## src/rtl/fifo_param.sv

```systemverilog
// fifo_param: parametrised synchronous FIFO with a registered read port,
// occupancy counter, programmable almost-full/almost-empty thresholds and
// sticky overflow/underflow error flags. Storage is never cleared; only the
// control state (pointers, count, read register, error flags) is reset.
module fifo_param #(
    parameter int BITNUMBER = 6,
    parameter int LENGTH    = 16,
    parameter int ADDR      = 4
) (
    input  logic                 clk,
    input  logic                 reset,
    input  logic [BITNUMBER-1:0] data_in,
    input  logic                 push,
    input  logic                 pop,
    input  logic [ADDR:0]        th_full,
    input  logic [ADDR:0]        th_empty,
    output logic [BITNUMBER-1:0] data_out,
    output logic                 valid_out,
    output logic [ADDR:0]        count,
    output logic                 full,
    output logic                 empty,
    output logic                 almost_full,
    output logic                 almost_empty,
    output logic                 overflow,
    output logic                 underflow
);

    localparam logic [ADDR:0]   FULL_COUNT = (ADDR+1)'(LENGTH);
    localparam logic [ADDR:0]   COUNT_ONE  = (ADDR+1)'(1);
    localparam logic [ADDR-1:0] PTR_ONE    = ADDR'(1);

    logic [BITNUMBER-1:0] mem [LENGTH];
    logic [ADDR-1:0]      wr_ptr;
    logic [ADDR-1:0]      rd_ptr;
    logic                 push_ok;
    logic                 pop_ok;

    // Accept decisions: a push into a full FIFO is allowed only when a pop
    // frees a slot on the same edge; there is no empty-FIFO bypass.
    always_comb begin
        push_ok = push && (!full || pop);
        pop_ok  = pop && !empty;
    end

    // Status flags decoded from the registered count and live thresholds.
    always_comb begin
        full         = (count == FULL_COUNT);
        empty        = (count == '0);
        almost_full  = (count >= th_full);
        almost_empty = (count <= th_empty);
    end

    // Storage write; deliberately left out of reset.
    always_ff @(posedge clk) begin
        if (push_ok) begin
            mem[wr_ptr] <= data_in;
        end
    end

    // Control state: pointers, occupancy, read register and sticky errors.
    always_ff @(posedge clk or negedge reset) begin
        if (!reset) begin
            wr_ptr    <= '0;
            rd_ptr    <= '0;
            count     <= '0;
            data_out  <= '0;
            valid_out <= 1'b0;
            overflow  <= 1'b0;
            underflow <= 1'b0;
        end else begin
            if (push_ok) begin
                wr_ptr <= wr_ptr + PTR_ONE;
            end
            if (pop_ok) begin
                data_out  <= mem[rd_ptr];
                rd_ptr    <= rd_ptr + PTR_ONE;
                valid_out <= 1'b1;
            end else begin
                valid_out <= 1'b0;
            end
            if (push_ok && !pop_ok) begin
                count <= count + COUNT_ONE;
            end else if (pop_ok && !push_ok) begin
                count <= count - COUNT_ONE;
            end
            if (push && !push_ok) begin
                overflow <= 1'b1;
            end
            if (pop && !pop_ok) begin
                underflow <= 1'b1;
            end
        end
    end

endmodule

```

## config.mk

```make
export PLATFORM = sky130hd
export DESIGN_NAME = fifo_param
export DESIGN_NICKNAME = d
export VERILOG_FILES = /design/src/rtl/fifo_param.sv
export SDC_FILE = /design/constraint.sdc
export NUM_CORES = 1
export LEC_CHECK = 0
export ABC_AREA = 0
export CELL_PAD_IN_SITES_DETAIL_PLACEMENT = 0
export CELL_PAD_IN_SITES_GLOBAL_PLACEMENT = 1
export CORE_ASPECT_RATIO = 1.1
export CORE_MARGIN = 2
export CORE_UTILIZATION = 25
export DETAILED_ROUTE_END_ITERATION = 8
export PLACE_DENSITY_LB_ADDON = 0.25
export SYNTH_ARGS = -nofsm -noshare
export SYNTH_HDL_FRONTEND = slang
export SYNTH_SLANG_ARGS = --single-unit
export TNS_END_PERCENT = 10
```

## constraint.sdc

```tcl
create_clock -name clk -period 3 [get_ports clk]
set_input_delay 0.3 -clock clk [delete_from_list [all_inputs] [get_ports clk]]
set_output_delay 0.3 -clock clk [all_outputs]
set_load 0.01 [all_outputs]
```

---- After elaboration in Yosys (flattened, before gate mapping) ----
Memories as Yosys holds them, arrays and structs flattened. A register that Yosys moved wholly into a read port is not among the register bits.
Cells that the tools add are included.
cells by class
  $add $sub $neg .......................... 4
  order comparisons ....................... 2
  equality and inequality tests ........... 1
  muxes and demuxes ....................... 5
  reduce and logical (&&, ||, !) cells .... 14
operators with widths
  cell                                                                count
  5-bit 2-to-1 mux                                                    2
  4-bit by 1-bit adder with 4-bit output, second input constant       2
  1-bit logical AND                                                   6
  5-bit by 1-bit adder with 5-bit output, second input constant       1
  5-bit == test, second input constant                                1
  5-bit >= comparator                                                 1
  5-bit less-or-equal comparator                                      1
  1-bit logical NOT                                                   5
  5-bit logical NOT                                                   1
  5-bit by 1-bit subtractor with 5-bit output, second input constant  1
  1-bit 2-to-1 mux                                                    3
  2-bit nonzero test                                                  1
  1-bit logical OR                                                    1
storage, ports and cells
  register bits after elaboration ......... 16
  bits in writable memories ............... 96
  input port bits ......................... 20
  output and inout bits ................... 18
  logic and storage cells ................. 33
  memories kept ........................... 1
memory list
  memory  words  bits a word  read ports  clocked after Yosys merged registers in  write ports  line  source
  mem     16     6            1           1                                        1            32    logic [BITNUMBER-1:0] mem [LENGTH];

---- Longest topological paths before layout ----
Gate-level depths: netlist of run 1.
  depth in word-level cells ............... 8
  gate-level depth with buffers ........... 11
  depth with buffers taken out ............ 10

---- Worst setup path before layout of run 1 ----
OpenSTA, ideal clock, no wires.
  path kind ............................... register -> register
  start point ............................. reg count[1]
  end point ............................... reg count[4]
  setup time .............................. 0.080 ns
  data arrival time ....................... 2.502 ns
  data required time ...................... 2.920 ns
  path slack .............................. 0.418 ns
  cell stages (with the launch flop) ...... 12
  buffers on the path ..................... 1
  period minus slack after synthesis ...... 2.582 ns
  cell sequence ........................... dfrtp_1 -> nor4_2 -> and2b_1 -> nand2b_4 -> buf_12 -> ha_1 -> inv_1 -> ha_1 -> a21o_1 -> a21oi_1 -> mux2i_1 -> xnor2_1
between the ends
  elaborated cells on any way between the ends .. 16
  classes of those cells .................. add/sub: 2; eq/ne: 1; mux: 2; reduce/logical: 11
RTL lines
  item                                                           line  source
  start, declared                                                19    output logic [ADDR:0] count,
  start signal, assigned                                         82    count <= count + COUNT_ONE;
  start signal, assigned                                         84    count <= count - COUNT_ONE;
  5-bit logical NOT (*)                                          48    empty = (count == '0);
  via empty                                                      21    output logic empty,
  1-bit logical NOT (*)                                          42    pop_ok = pop && !empty;
  1-bit logical AND (*)                                          42
  1-bit logical NOT                                              81    if (push_ok && !pop_ok) begin
  1-bit logical AND                                              81
  5-bit 2-to-1 mux / 2-bit nonzero test (equally long branches)  --
The timed path passes the listed nets; every way through them passes the cells marked *. The select of a mux whose other input is x is not followed.
A chain may end at the register's enable or synchronous reset.

---- Worst setup path after layout of run 1 ----
  start point ............................. reg count[1]
  end point ............................... out almost_empty
between the ends
  cells in the longest elaborated chain, start to end .. 1
ends and longest elaborated chain
  item                            line  source
  5-bit less-or-equal comparator  50    almost_empty = (count <= th_empty);
  end, declared                   23    output logic almost_empty,
No other way between the ends.

==> results of run 1 <==
-- flip-flops by register name (all words and copies together) (netlist names) --
name	flops
rd_ptr	4
underflow	1
count	5
valid_out	1
data_out	6
mem	96
wr_ptr	4
overflow	1
-- report_power, final --
part	switching [mW]	internal (mW)	total [mW]
Combinational	0.907	0.982	1.89
Sequential	0.277	2.06	2.33
Clock	0.739	1.39	2.13
Total	1.92	4.43	6.35
-- layout make-up --
type	instances	area (µm²)
clock buffers	17	425
well taps	252	315
inverters	17	68.8
flip-flops and latches	118	3430
clock inverters	15	201
fillers	1928	13500
repair buffers	48	465
multi-input cells	145	1460
-- worst max-delay path, delay by kind of cell, from the launching register on --
kind / cells / cell delay (ns)
DFF: 1 / 0.39
and+or+nand+nor: 1 / 0.13
buffers and inverters: 2 / 0.73
AOI/OAI and AO/OA: 4 / 0.62
adders and majority gates: 1 / 0.28
-- worst paths after layout --
kind,from,endpoint,slack (ns),cells past startpoint
worst min register to register,overflow,overflow,0.45,1
max in group asynchronous,reset,rd_ptr[0],2.49,2
worst max register to register,count[0],count[4],0.35,10
worst max-delay path,count[1],almost_empty,0.13,8
worst min-delay path,reset,count[2],0.25,2
min in group clk,overflow,overflow,0.45,1
-- cells in the final DEF, fill, tap and decap left out, types with 2 or more instances in the layout --
cell | Yosys | routed
a21o_1 | 4 | 4
a21oi_1 | 4 | 4
buf_4 | 0 | 10
bufinv_16 | 0 | 4
clkbuf_16 | 0 | 17
clkdlybuf4s50_1 | 0 | 37
clkinv_2 | 0 | 3
clkinv_4 | 0 | 2
clkinvlp_4 | 0 | 3
dfrtp_1 | 22 | 21
edfxtp_1 | 96 | 96
ha_1 | 19 | 19
inv_1 | 16 | 16
inv_6 | 1 | 4
mux2i_1 | 13 | 13
mux4_2 | 24 | 24
nand2_1 | 19 | 19
nand2b_1 | 3 | 3
nand2b_4 | 2 | 2
nand4_1 | 2 | 2
nor2_1 | 17 | 17
nor2b_1 | 2 | 2
nor3_1 | 4 | 4
o21a_1 | 4 | 4
o21ai_0 | 5 | 5
o221ai_1 | 6 | 6
xnor2_1 | 8 | 8
xor2_1 | 2 | 2
-- per-layer routing --
metal  GRT usage  vias up  wire (µm)
met2       0.162       82       4810
met1       0.131     1321       4750
met5           0        -          0
met3      0.0335       21        572
li1            -     1230          -
met4      0.0552        0        291
-- stage by stage --
step           hold WS [ns]  cell area (µm²)  setup WS (ns)
6_report              0.251             6370          0.130
5_1_grt               0.279             6370         0.0426
4_1_cts               0.248             6370         0.0986
3_5_place_dp          0.443             5740          0.282
3_3_place_gp          0.444             5740          0.326
2_1_floorplan       0.00441             5050          0.418
-- cell families (layout without fill, tap and decap cells) --
family	after synthesis	after routing	share of synthesized area
compound gates	24	24	0.0324
xor+xnor	10	10	0.0173
fa+ha+maj	20	20	0.0510
buf+inv	30	97	0.0322
flops	118	118	0.680
mux	37	37	0.133
simple gates	54	54	0.0547
-- cell usage after synthesis, drive strengths merged (5+ instances only) --
cell / count / share of area
edfxtp: 96 / 0.57
mux4: 24 / 0.11
dfrtp: 22 / 0.11
nand2: 21 / 0.018
ha: 19 / 0.047
inv: 17 / 0.014
nor2: 17 / 0.013
mux2i: 13 / 0.026
buf: 12 / 0.018
xnor2: 8 / 0.014
o221ai: 6 / 0.010
nand2b: 5 / 0.0092
o21ai: 5 / 0.0050
==> metrics.txt, run 1 <==
Post-layout nets=387; final cycle utilization of the critical path=0.957; Starting Density=0.254; CP endpoint kind=output port; worst hold-check path type=in -> async; num rows=54; die area=21400 µm²; largest net degree at the start of global routing=26; Chip Height=153 µm; cts repair resizes=0; Post-synth top flop=edfxtp_1; CTS sink cnt=118; Ports=38; root buf cell=clkbuf_16; Hold Buf Count CTS=0; achievable frequency=348 MHz; DP HPWL=7040 µm; crit-path cells=buf_4, ha_1, nor2b_1, o21a_1, o21a_1, o21a_1, o22ai_1, clkdlybuf4s50_1; Global Route Usage Sum=0.105; Cells after DPL=580; Max Slew Vio Count=0; die width=140 µm; first-pass iteration count of the detailed router=4; Max Cap Viol=0; CTS tree=yes; WP data required=approximately 2.7 ns; worst-path fanout max=6; Static Leak=roughly 2.3 nW; syn nets=333; DRT antenna net count=0; post-synthesis async set-or-reset flop share=0.186; startpoint types=flip-flop; number of global-route vias before repair=2862; Worst path most repeated cell=o21a_1; Post-Syn Area per Cell=17.2 µm²; 1st-iter DRT viols=114; RSZ-0062 raised after global routing=false; IO Port Bufs=37; DR vias/cell=4.34; crit-path max cell delay=approximately 0.56 ns; TNS Setup=0 ns; WL per Instance=17.0 µm; Final Util=0.321; routability cong.=roughly 0.72; Routed WL=about 10000 µm; H-tree depth=4; Final Hold Vio Count=0; core area=19900 µm²; final setup fails=0; number of antenna violations at the first check in global routing=0; actual slew at the worst max-slew pin=0.859 ns; grt total ovfl=0; via count=2654; Final min period=2.87 ns; clock-pin transition on the worst setup and hold timing paths=0.05 ns; fin cells=612; Post-synth EDFFs=96; Worst-Skew Late Latency=~0.42 ns; Synth Register Bits=118; relative slew slack=0.427; Critical Path AT=2.57 ns; cells after synthesis=about 290; status=finished clean; final setup skew=0.00655 ns; total chip power=6.35 mW; distinct cell type count after synthesis=33; Antenna Cells=0; DRC errors left=0; pwr/cell area=998 nW/µm²; register area share after synthesis=0.680; CP max-delay cell=clkdlybuf4s50_1; peak supply drop=approximately 0.38 mV; Mapped Area=5050 µm²; layout cell share with drive strength beyond 1=0.208; first-pass GRT wire length=16200 µm; Longest Clk Path Bufs=2; cts bufs inserted=17; # Post-CTS Setup Buffers=0; Syn. warnings=0; kind of critical path=reg -> out; Layout area overhead=26.0%
Note: power is estimated with default switching activity, not from simulation.
==> run 2: changes to the inputs <==
Settings changed: ABC_CLOCK_PERIOD_IN_PS set to 3000.
==> results of run 2 <==
No change in the layout: final DEF, timing and power equal those of run 1.
==> run 3: changes to the inputs <==
Settings changed: CORE_MARGIN 2 to unset.
==> run 3 against run 2 <==
  * Combinational power about the same
  * Register-to-register slack gained 0.04 ns
  * Via count shrank 1.7%
  * Worst setup slack gained 0.045 ns
  * Utilization rose by 0.059 points
  * First-iteration DRC count grew 5.3%
  * Count of clock-buffer cells in the layout grew 3
  * Non-clock buffer count rose by 3
  * Sequential power down 2%
  * Clock power is 4% lower
  * Critical path depth stayed put
  * Global-route usage grew 0.54 points
  * Critical endpoint unchanged
  * Largest cell class unchanged
  * Highest routed layer unchanged
==> metrics.txt, run 3 (synthesis results as in run 1) <==
Ports=38; DRC errors left=0; Comb pwr share=0.306; fin cells=615; routed wl met2=4840 µm; final setup skew=0.00708 ns; Chip Height=151 µm; Critical Path AT=2.53 ns; 1st-iter DRT viols=120; Sw Pwr=1.84 mW; cts bufs inserted=17; RSZ-0062 raised after global routing=false; number of flip-flops in the largest register=between 90 and 100; peak supply drop=0.469 mV; WL per Instance=16.6 µm; via count=2608; Post-layout nets=390; Worst-Skew Late Latency=about 0.42 ns; cts repair resizes=0; clock-pin transition on the worst setup and hold timing paths=0.05 ns; top sig layer=met4; Final min period=2.83 ns; Antenna Cells=0; setup slack, reg-to-reg=0.39 ns; die area=20800 µm²; Hold Buf Count CTS=0; number of antenna violations at the first check in global routing=0; Fillers=1926; total chip power=6.25 mW; routability cong.=0.716; achievable frequency=roughly 350 MHz; H-tree depth=4; number of global-route vias before repair=between 2000 and 3000; WL met3=457 µm; routed length on met1=4750 µm; relative slew slack=0.430; worst hold-check path type=in -> async; final cycle utilization of the critical path=0.942; Seq pwr share=0.367; DR vias/cell=4.24; DRT antenna net count=0; Static Leak=~2.3 nW; kind of critical path=reg -> out; Max Cap Viol=0; Routed WL=10200 µm; num rows=54; TNS Setup=0 ns; clock power share=0.327; Layout area overhead=25.8%; largest net degree at the start of global routing=26; status=finished clean; DP HPWL=7000 µm; Global Route Usage Sum=0.110; root buf cell=clkbuf_16; worst-path fanout max=6; Longest Clk Path Bufs=2; first-pass GRT wire length=approximately 16000 µm; CTS sink cnt=118; largest register by flop count=mem; most common cell after layout, fill and taps aside=edfxtp_1; Cells after DPL=583; final setup fails=0; IO Port Bufs=37; die width=between 100 and 150 µm; grt total ovfl=0; actual slew at the worst max-slew pin=0.855 ns; WP data required=roughly 2.7 ns; Final Hold Vio Count=0; commonest cells after routing, fill and taps aside=edfxtp_1, clkdlybuf4s50_1, mux4_2; layout cell share with drive strength beyond 1=0.196; CTS tree=yes; # Post-CTS Setup Buffers=0; Net Sw Frac=0.294; Max Slew Vio Count=0; pwr/cell area=983 nW/µm²; CP endpoint kind=output port; Starting Density=0.255; first-pass iteration count of the detailed router=4; startpoint types=flip-flop; core area=19800 µm²; biggest regs=mem (96), data_out (6), count (5); P_int=4.41 mW
run 3: cell types whose count changed in the layout (fill, tap and decap cells not counted):
cell / previous run / this run
buf_4: 10 / 13
clkbuf_1: 0 / 3
clkinv_1: 0 / 3
clkinv_2: 3 / 4
clkinv_4: 2 / 0
clkinvlp_4: 3 / 1
dfrtp_1: 21 / 22
dfrtp_2: 1 / 0
inv_6: 4 / 1
run 3: worst paths after layout:
path / startpoint / end / cells after the start
max: count[1] / almost_empty / 8
min: reset / wr_ptr[2] / 2
max reg2reg: count[0] / count[4] / 10
min reg2reg: overflow / overflow / 1
min in group clk: overflow / overflow / 1
max in group asynchronous: reset / rd_ptr[0] / 2
run 3: critical path, stage by stage (launching register included):
cell and delay [ns]:
dfrtp_1 0.38, buf_4 0.16, ha_1 0.29, nor2b_1 0.14
o21a_1 0.16, o21a_1 0.16, o21a_1 0.16, o22ai_1 0.11
clkdlybuf4s50_1 0.55
run 3: metal layers:
metal	vias up	global-route usage
li1	1234	-
met1	1306	0.139
met2	53	0.170
met3	15	0.0321
met4	0	0.0577
met5	-	0
run 3: area by class of cell:
| type | instances | area (µm²) | area share |
|---|---|---|---|
| Clock buffer | 20 | 437 | 0.0687 |
| Clock inverter | 12 | 159 | 0.0250 |
| Inverter | 17 | 68.8 | 0.0108 |
| Multi-Input combinational cell | 145 | 1460 | 0.229 |
| Sequential cell | 118 | 3430 | 0.540 |
| Tap cell | 252 | 315 | 0.0496 |
| Timing Repair Buffer | 51 | 488 | 0.0768 |
run 3: power by group through the flow:
stage / Clock [mW] / Sequential (mW) / Combinational [mW]
after floorplan: 0 / 2.25 / 1.31
after global placement: 0 / 2.33 / 1.95
after detailed placement: 0 / 2.33 / 1.96
after CTS: 2.09 / 2.30 / 1.97
after global routing: 2.16 / 2.33 / 2.12
final: 2.05 / 2.29 / 1.92
run 3: per-stage QoR:
step / util / worst slack [ns] / hold WS [ns] / area, µm²
CTS: 0.321 / 0.133 / 0.273 / 6360
floorplan: - / 0.418 / 0.00441 / 5050
detailed placement: 0.291 / 0.311 / 0.448 / 5760
finish: 0.321 / 0.175 / 0.267 / 6360
global route: 0.321 / 0.0572 / 0.300 / 6360
global placement: 0.291 / 0.322 / 0.444 / 5760
